**src/rtl/ex_pkg.sv**
```systemverilog
// Shared types for the ID/EX operand stage: source-select encodings and the
// decoded instruction bundle held between decode and the ALU.
package ex_pkg;

    localparam int EX_DATA_W     = 64;
    localparam int EX_REG_ADDR_W = 5;

    // Encoding 2'd3 is not named; the stage treats it the same as SRC_A_ZERO.
    typedef enum logic [1:0] {
        SRC_A_RS1  = 2'd0,
        SRC_A_PC   = 2'd1,
        SRC_A_ZERO = 2'd2
    } src_a_sel_e;

    typedef enum logic {
        SRC_B_RS2 = 1'b0,
        SRC_B_IMM = 1'b1
    } src_b_sel_e;

    // Source selects are kept as raw bits so an unnamed encoding survives storage.
    typedef struct packed {
        logic [EX_REG_ADDR_W-1:0] rs1_addr;
        logic [EX_REG_ADDR_W-1:0] rs2_addr;
        logic [EX_REG_ADDR_W-1:0] rd_addr;
        logic [EX_DATA_W-1:0]     rs1_data;
        logic [EX_DATA_W-1:0]     rs2_data;
        logic [EX_DATA_W-1:0]     imm;
        logic [EX_DATA_W-1:0]     pc;
        logic [1:0]               src_a_sel;
        logic                     src_b_sel;
        logic [2:0]               alu_op_select;
        logic                     alu_modifier;
        logic                     reg_write;
    } id_ex_bundle_t;

endpackage

```
**src/rtl/fwd_mux.sv**
```systemverilog
// Per-operand RAW bypass: picks the youngest in-flight producer of rs_addr,
// falling back to the register-file value. x0 never forwards and reads 0.
module fwd_mux #(
    parameter int DATA_WIDTH = 64,
    parameter int REG_ADDR_W = 5
) (
    input  logic [REG_ADDR_W-1:0] rs_addr,
    input  logic [DATA_WIDTH-1:0] rs_data,
    input  logic                  exm_valid,
    input  logic                  exm_reg_write,
    input  logic [REG_ADDR_W-1:0] exm_rd,
    input  logic [DATA_WIDTH-1:0] exm_data,
    input  logic                  mwb_valid,
    input  logic                  mwb_reg_write,
    input  logic [REG_ADDR_W-1:0] mwb_rd,
    input  logic [DATA_WIDTH-1:0] mwb_data,
    output logic [DATA_WIDTH-1:0] fwd_data,
    output logic                  exm_hit,
    output logic                  mwb_hit
);

    logic rs_nonzero_s;

    assign rs_nonzero_s = (rs_addr != {REG_ADDR_W{1'b0}});
    assign exm_hit = rs_nonzero_s && exm_valid && exm_reg_write && (exm_rd == rs_addr);
    assign mwb_hit = rs_nonzero_s && mwb_valid && mwb_reg_write && (mwb_rd == rs_addr);

    // EX/MEM is younger than MEM/WB, so it wins when both match.
    always_comb begin
        fwd_data = rs_data;
        if (!rs_nonzero_s) begin
            fwd_data = {DATA_WIDTH{1'b0}};
        end else if (exm_hit) begin
            fwd_data = exm_data;
        end else if (mwb_hit) begin
            fwd_data = mwb_data;
        end else begin
            fwd_data = rs_data;
        end
    end

endmodule

```
**src/rtl/ex_operand_stage.sv**
```systemverilog
// ID/EX pipeline register feeding the ALU: holds one decoded bundle, bypasses
// EX/MEM and MEM/WB results, stalls on load-use, and selects ALU operands.
// Widths of the stored bundle come from ex_pkg; the parameters must match it.
module ex_operand_stage
    import ex_pkg::*;
#(
    parameter int DATA_WIDTH = EX_DATA_W,
    parameter int REG_ADDR_W = EX_REG_ADDR_W
) (
    input  logic                  clk,
    input  logic                  rst_n,
    input  logic                  in_valid,
    output logic                  in_ready,
    input  logic [REG_ADDR_W-1:0] in_rs1_addr,
    input  logic [REG_ADDR_W-1:0] in_rs2_addr,
    input  logic [REG_ADDR_W-1:0] in_rd_addr,
    input  logic [DATA_WIDTH-1:0] in_rs1_data,
    input  logic [DATA_WIDTH-1:0] in_rs2_data,
    input  logic [DATA_WIDTH-1:0] in_imm,
    input  logic [DATA_WIDTH-1:0] in_pc,
    input  logic [1:0]            in_src_a_sel,
    input  logic                  in_src_b_sel,
    input  logic [2:0]            in_alu_op_select,
    input  logic                  in_alu_modifier,
    input  logic                  in_reg_write,
    input  logic                  exm_valid,
    input  logic                  exm_reg_write,
    input  logic                  exm_is_load,
    input  logic [REG_ADDR_W-1:0] exm_rd,
    input  logic [DATA_WIDTH-1:0] exm_data,
    input  logic                  mwb_valid,
    input  logic                  mwb_reg_write,
    input  logic [REG_ADDR_W-1:0] mwb_rd,
    input  logic [DATA_WIDTH-1:0] mwb_data,
    input  logic                  flush,
    output logic                  out_valid,
    input  logic                  out_ready,
    output logic [DATA_WIDTH-1:0] operand_a,
    output logic [DATA_WIDTH-1:0] operand_b,
    output logic [2:0]            alu_op_select,
    output logic                  alu_modifier,
    output logic [REG_ADDR_W-1:0] out_rd,
    output logic                  out_reg_write,
    output logic [DATA_WIDTH-1:0] out_rs2_fwd
);

    id_ex_bundle_t             entry_r;
    id_ex_bundle_t             in_bundle_s;
    logic                      full_r;
    logic [DATA_WIDTH-1:0]     fwd_rs1_s;
    logic [DATA_WIDTH-1:0]     fwd_rs2_s;
    logic                      rs1_exm_hit_s;
    logic                      rs1_mwb_hit_s;
    logic                      rs2_exm_hit_s;
    logic                      rs2_mwb_hit_s;
    logic                      load_hazard_s;
    logic                      fire_in_s;
    logic                      fire_out_s;

    fwd_mux #(.DATA_WIDTH(DATA_WIDTH), .REG_ADDR_W(REG_ADDR_W)) u_fwd_rs1 (
        .rs_addr(entry_r.rs1_addr), .rs_data(entry_r.rs1_data),
        .exm_valid(exm_valid), .exm_reg_write(exm_reg_write), .exm_rd(exm_rd), .exm_data(exm_data),
        .mwb_valid(mwb_valid), .mwb_reg_write(mwb_reg_write), .mwb_rd(mwb_rd), .mwb_data(mwb_data),
        .fwd_data(fwd_rs1_s), .exm_hit(rs1_exm_hit_s), .mwb_hit(rs1_mwb_hit_s)
    );

    fwd_mux #(.DATA_WIDTH(DATA_WIDTH), .REG_ADDR_W(REG_ADDR_W)) u_fwd_rs2 (
        .rs_addr(entry_r.rs2_addr), .rs_data(entry_r.rs2_data),
        .exm_valid(exm_valid), .exm_reg_write(exm_reg_write), .exm_rd(exm_rd), .exm_data(exm_data),
        .mwb_valid(mwb_valid), .mwb_reg_write(mwb_reg_write), .mwb_rd(mwb_rd), .mwb_data(mwb_data),
        .fwd_data(fwd_rs2_s), .exm_hit(rs2_exm_hit_s), .mwb_hit(rs2_mwb_hit_s)
    );

    // rs2 always counts as used because stores carry it even when B selects IMM.
    assign load_hazard_s = full_r && exm_is_load &&
                           (((entry_r.src_a_sel == SRC_A_RS1) && rs1_exm_hit_s) || rs2_exm_hit_s);
    assign out_valid  = full_r && !load_hazard_s;
    assign fire_out_s = out_valid && out_ready;
    assign in_ready   = !full_r || fire_out_s;
    assign fire_in_s  = in_valid && in_ready;

    // Pack the incoming decode fields into the stored bundle layout.
    always_comb begin
        in_bundle_s               = '{default: 1'b0};
        in_bundle_s.rs1_addr      = in_rs1_addr;
        in_bundle_s.rs2_addr      = in_rs2_addr;
        in_bundle_s.rd_addr       = in_rd_addr;
        in_bundle_s.rs1_data      = in_rs1_data;
        in_bundle_s.rs2_data      = in_rs2_data;
        in_bundle_s.imm           = in_imm;
        in_bundle_s.pc            = in_pc;
        in_bundle_s.src_a_sel     = in_src_a_sel;
        in_bundle_s.src_b_sel     = in_src_b_sel;
        in_bundle_s.alu_op_select = in_alu_op_select;
        in_bundle_s.alu_modifier  = in_alu_modifier;
        in_bundle_s.reg_write     = in_reg_write;
    end

    // Entry update: flush beats load, load beats drain; while held, capture any
    // forwarded value so a producer retiring during the stall is not lost.
    // A non-matching operand already equals its stored value, so only hits write.
    always_ff @(posedge clk or negedge rst_n) begin
        if (!rst_n) begin
            full_r  <= 1'b0;
            entry_r <= '{default: 1'b0};
        end else if (flush) begin
            full_r <= 1'b0;
        end else if (fire_in_s) begin
            full_r  <= 1'b1;
            entry_r <= in_bundle_s;
        end else if (fire_out_s) begin
            full_r <= 1'b0;
        end else if (full_r) begin
            if (rs1_exm_hit_s || rs1_mwb_hit_s) begin
                entry_r.rs1_data <= fwd_rs1_s;
            end
            if (rs2_exm_hit_s || rs2_mwb_hit_s) begin
                entry_r.rs2_data <= fwd_rs2_s;
            end
        end
    end

    // ALU A source; the unnamed encoding falls through to zero.
    always_comb begin
        operand_a = {DATA_WIDTH{1'b0}};
        case (entry_r.src_a_sel)
            SRC_A_RS1: operand_a = fwd_rs1_s;
            SRC_A_PC:  operand_a = entry_r.pc;
            default:   operand_a = {DATA_WIDTH{1'b0}};
        endcase
    end

    // ALU B source.
    always_comb begin
        operand_b = fwd_rs2_s;
        if (entry_r.src_b_sel == SRC_B_IMM) begin
            operand_b = entry_r.imm;
        end else begin
            operand_b = fwd_rs2_s;
        end
    end

    assign alu_op_select = entry_r.alu_op_select;
    assign alu_modifier  = entry_r.alu_modifier;
    assign out_rd        = entry_r.rd_addr;
    assign out_reg_write = entry_r.reg_write;
    assign out_rs2_fwd   = fwd_rs2_s;

endmodule

```
**config.mk**
```make
export PLATFORM = sky130hd
export DESIGN_NAME = ex_operand_stage
export DESIGN_NICKNAME = d
export VERILOG_FILES = /design/src/rtl/ex_pkg.sv /design/src/rtl/fwd_mux.sv /design/src/rtl/ex_operand_stage.sv
export SDC_FILE = /design/constraint.sdc
export NUM_CORES = 1
export LEC_CHECK = 0
export ABC_AREA = 1
export BUFFER_PORTS_ARGS = -buffer_cell sky130_fd_sc_hd__clkbuf_2
export CORE_AREA = 2 2 243 245
export DETAILED_ROUTE_END_ITERATION = 12
export DIE_AREA = 0 0 245 247
export PLACE_DENSITY = 0.61
export SLEW_MARGIN = 10
export SYNTH_ARGS = -nofsm -noshare
export SYNTH_HDL_FRONTEND = slang
export SYNTH_SLANG_ARGS = --single-unit
```
**constraint.sdc**
```tcl
create_clock -name clk -period 1.75 [get_ports clk]
set_input_delay 0.175 -clock clk [delete_from_list [all_inputs] [get_ports clk]]
set_output_delay 0.175 -clock clk [all_outputs]
set_load 0.02 [all_outputs]
```
==> results.yml <==
run_status:
  status: "finished with violations"
  violations: "negative setup slack"
worst_setup_path:
  worstPathMaxFanout: 6
  end_kind: "output pin"
  crit_type: "flip-flop to output pin"
  startpoint_type: "flip-flop"
  required_ns: 1.57
  arrival_ns: 2.67
timing:
  period_needed_ns: 2.85
  post-route-period-util_pct: 163
  tns_ns: -425.63
  fin_skew_ns: 0.0178
  drv_slew: 0
  final-setup-viol-count: 474
  max_freq_mhz: 351
  relSlewSlack_pct: 57.6
  setup_ws_ns: -1.10
  grt_setup_unrepaired: "true"
  whs_ns: 0.0298
  tightestPinTransition_ns: 0.636
  hold_viol_final: 0
route:
  drcViolationCount: 0
  vias: 24800
  avgViaCountPerCell: 5.09
  finalWirelength_um: 99400
  drtIter0Drc: 2299
  first_pass_iters: 6
  wl_per_cell_um: 20.4
  final_antenna_net_count: 0
global_routing:
  grt_pass1_wl_um: 140000
  grt_overflow: 0
  grt_start_max_net_pins: 69
  antenna_found_initial: 6
  grt_pass1_vias: 24300
  grt_use_total_pct: 30.1
synthesis:
  yosysSeqAreaShare_pct: 37.2
  synth_seq_cells: 280
  post-synth-top-area-cell: "dfrtp_1"
  yosysWarnings: 0
  netlist_area_um2: 18800
  syn-num-nets: 3478
  synth_top_cell_area_share_pct: 37.2
  syn_inst: 3051
  synth.distinct_cells: 24
  syn_avg_cell_area_um2: 6.17
  yosys-top-cells-area: "dfrtp_1 37%, nand2_1 19%, nand3_1 10%, o21ai_0 8.9%, nor2_1 8.2%"
cells_and_area:
  layout_common_cells: "918 x nand2_1, 491 x clkbuf_2, 380 x nand3_1"
  final_cell_area_um2: 32400
  final_common_cell: "nand2_1"
  syn_to_final_growth_pct: 72.2
  nNetsFinal: 4489
  drive_gt1_share_pct: 33.4
  final_core_util_pct: 55.7
clocking:
  cts.path.max_buffers: 3
  clockRootBuffer: "clkbuf_16"
  cts_tree: "done"
  numCtsBuffers: 38
  htree_levels: 2
  clkTransAtPathRegs_ns: 0.06
  clock_latency_ns: 0.56
  clock-sinks: 280
job:
  cap_violations: 0
placement:
  io_buffers: 630
  gp_congestion: 0.920
  dpl_cell_area_um2: 25100
  dp_hpwl_um: 61400
floorplan:
  initial_core_util_pct: 32.3
  io_pins: 631
  core-area_um2: 58200
  die_y_um: 247
  num_rows: 89
  die_width_um: 245
  dieArea_um2: 60500
pwr:
  finalPower_mw: 29.5
  power_density_nw_per_um2: 910
  power.leakage_nw: 17.6
  max-vdd-ir-drop_mv: 0.768
min_path:
  worstHoldPathType: "primary input to flip-flop"
-- critical path: stages (launching register included) --
cell and delay, ns:
dfrtp_1 0.41, nor2_1 0.12, nand2_1 0.10, nor2_4 0.17, nor3_2 0.08, nand2_4 0.14, inv_8 0.07, buf_12 0.13
clkbuf_16 0.16, buf_12 0.13, nor2_4 0.09, nor2_4 0.06, o31ai_4 0.29, buf_6 0.16
-- through the flow --
stage | instances | setup WS, ns
global route | 4865 | -1.22
floorplan | 3051 | -0.157
finish | 4865 | -1.10
CTS | 4821 | -1.07
global placement | 4441 | -0.531
detailed placement | 4441 | -0.523
-- registers in the layout (all words and copies together) (netlist names) --
name and count:
out_rd 5, alu_op_select 3, alu_modifier 1, out_reg_write 1, entry_r 269, full_r 1
-- per-layer routing --
layer | vias up | routed length, um | track usage (%)
li1 | 11600 | - | -
met1 | 11500 | 37900 | 36.5
met2 | 1320 | 48400 | 51.7
met3 | 349 | 7430 | 5.11
met4 | 0 | 5690 | 14.3
met5 | - | 0 | 0
-- repair_timing --
item	CTS	global route
pin swaps	64	103
gates cloned	21	16
hold endpoints to repair	547	0
buffers inserted	27	28
gates resized for setup	284	405
setup endpoints to repair	474	474
hold buffers	268	0
-- where the power goes --
group	internal [mW]	total [mW]	switching, mW
Combinational	5.62	13.1	7.52
Sequential	7.73	8.44	0.714
Clock	4.72	7.92	3.20
Total	18.1	29.5	11.4
-- cells in the mapped netlist, drive strengths merged --
| cell | n |
|---|---|
| nand3b | 1 |
| clkbuf | 116 |
| buf | 117 |
| and2 | 1 |
| a21oi | 15 |
| xor2 | 1 |
| dfrtp | 280 |
| xnor2 | 3 |
| a21boi | 1 |
| nand2 | 954 |
| nor3 | 3 |
| o31ai | 64 |
| o21ai | 336 |
| nand3 | 390 |
| inv | 356 |
| a31oi | 1 |
| or2 | 1 |
| nor2 | 411 |
-- final timing paths --
| path | from | end | slack [ns] | cells after the start |
|---|---|---|---|---|
| setup / recovery | entry_r[269] | operand_b[44] | -1.10 | 13 |
| setup reg to reg | entry_r[269] | entry_r[84] | -0.94 | 16 |
| hold reg to reg | entry_r[232] | entry_r[232] | 0.47 | 2 |
| hold / removal | in_rs2_data[9] | entry_r[145] | 0.03 | 5 |
| min in group asynchronous | rst_n | entry_r[276] | 0.15 | 2 |
| max in group asynchronous | rst_n | entry_r[148] | 0.91 | 3 |
-- cell families (layout without fill, tap and decap cells) --
group	after synthesis	in the layout	share of synthesized area, %
buf+inv	589	1623	12.8
xor+xnor	4	4	0.186
simple gates	1761	1762	37.8
flops	280	280	37.2
other cells	0	6	0
compound gates	417	417	12.0
-- final cells by class --
| class | instances | area [um^2] |
|---|---|---|
| diodes | 6 | 15.0 |
| clock buffers | 55 | 1160 |
| clock inverters | 9 | 80.1 |
| fillers | 5274 | 25800 |
| inverters | 356 | 1340 |
| multi-input cells | 2183 | 11300 |
| flip-flops and latches | 280 | 7010 |
| well taps | 773 | 967 |
| repair buffers | 1203 | 10600 |
(Power assumes the default switching activity.)
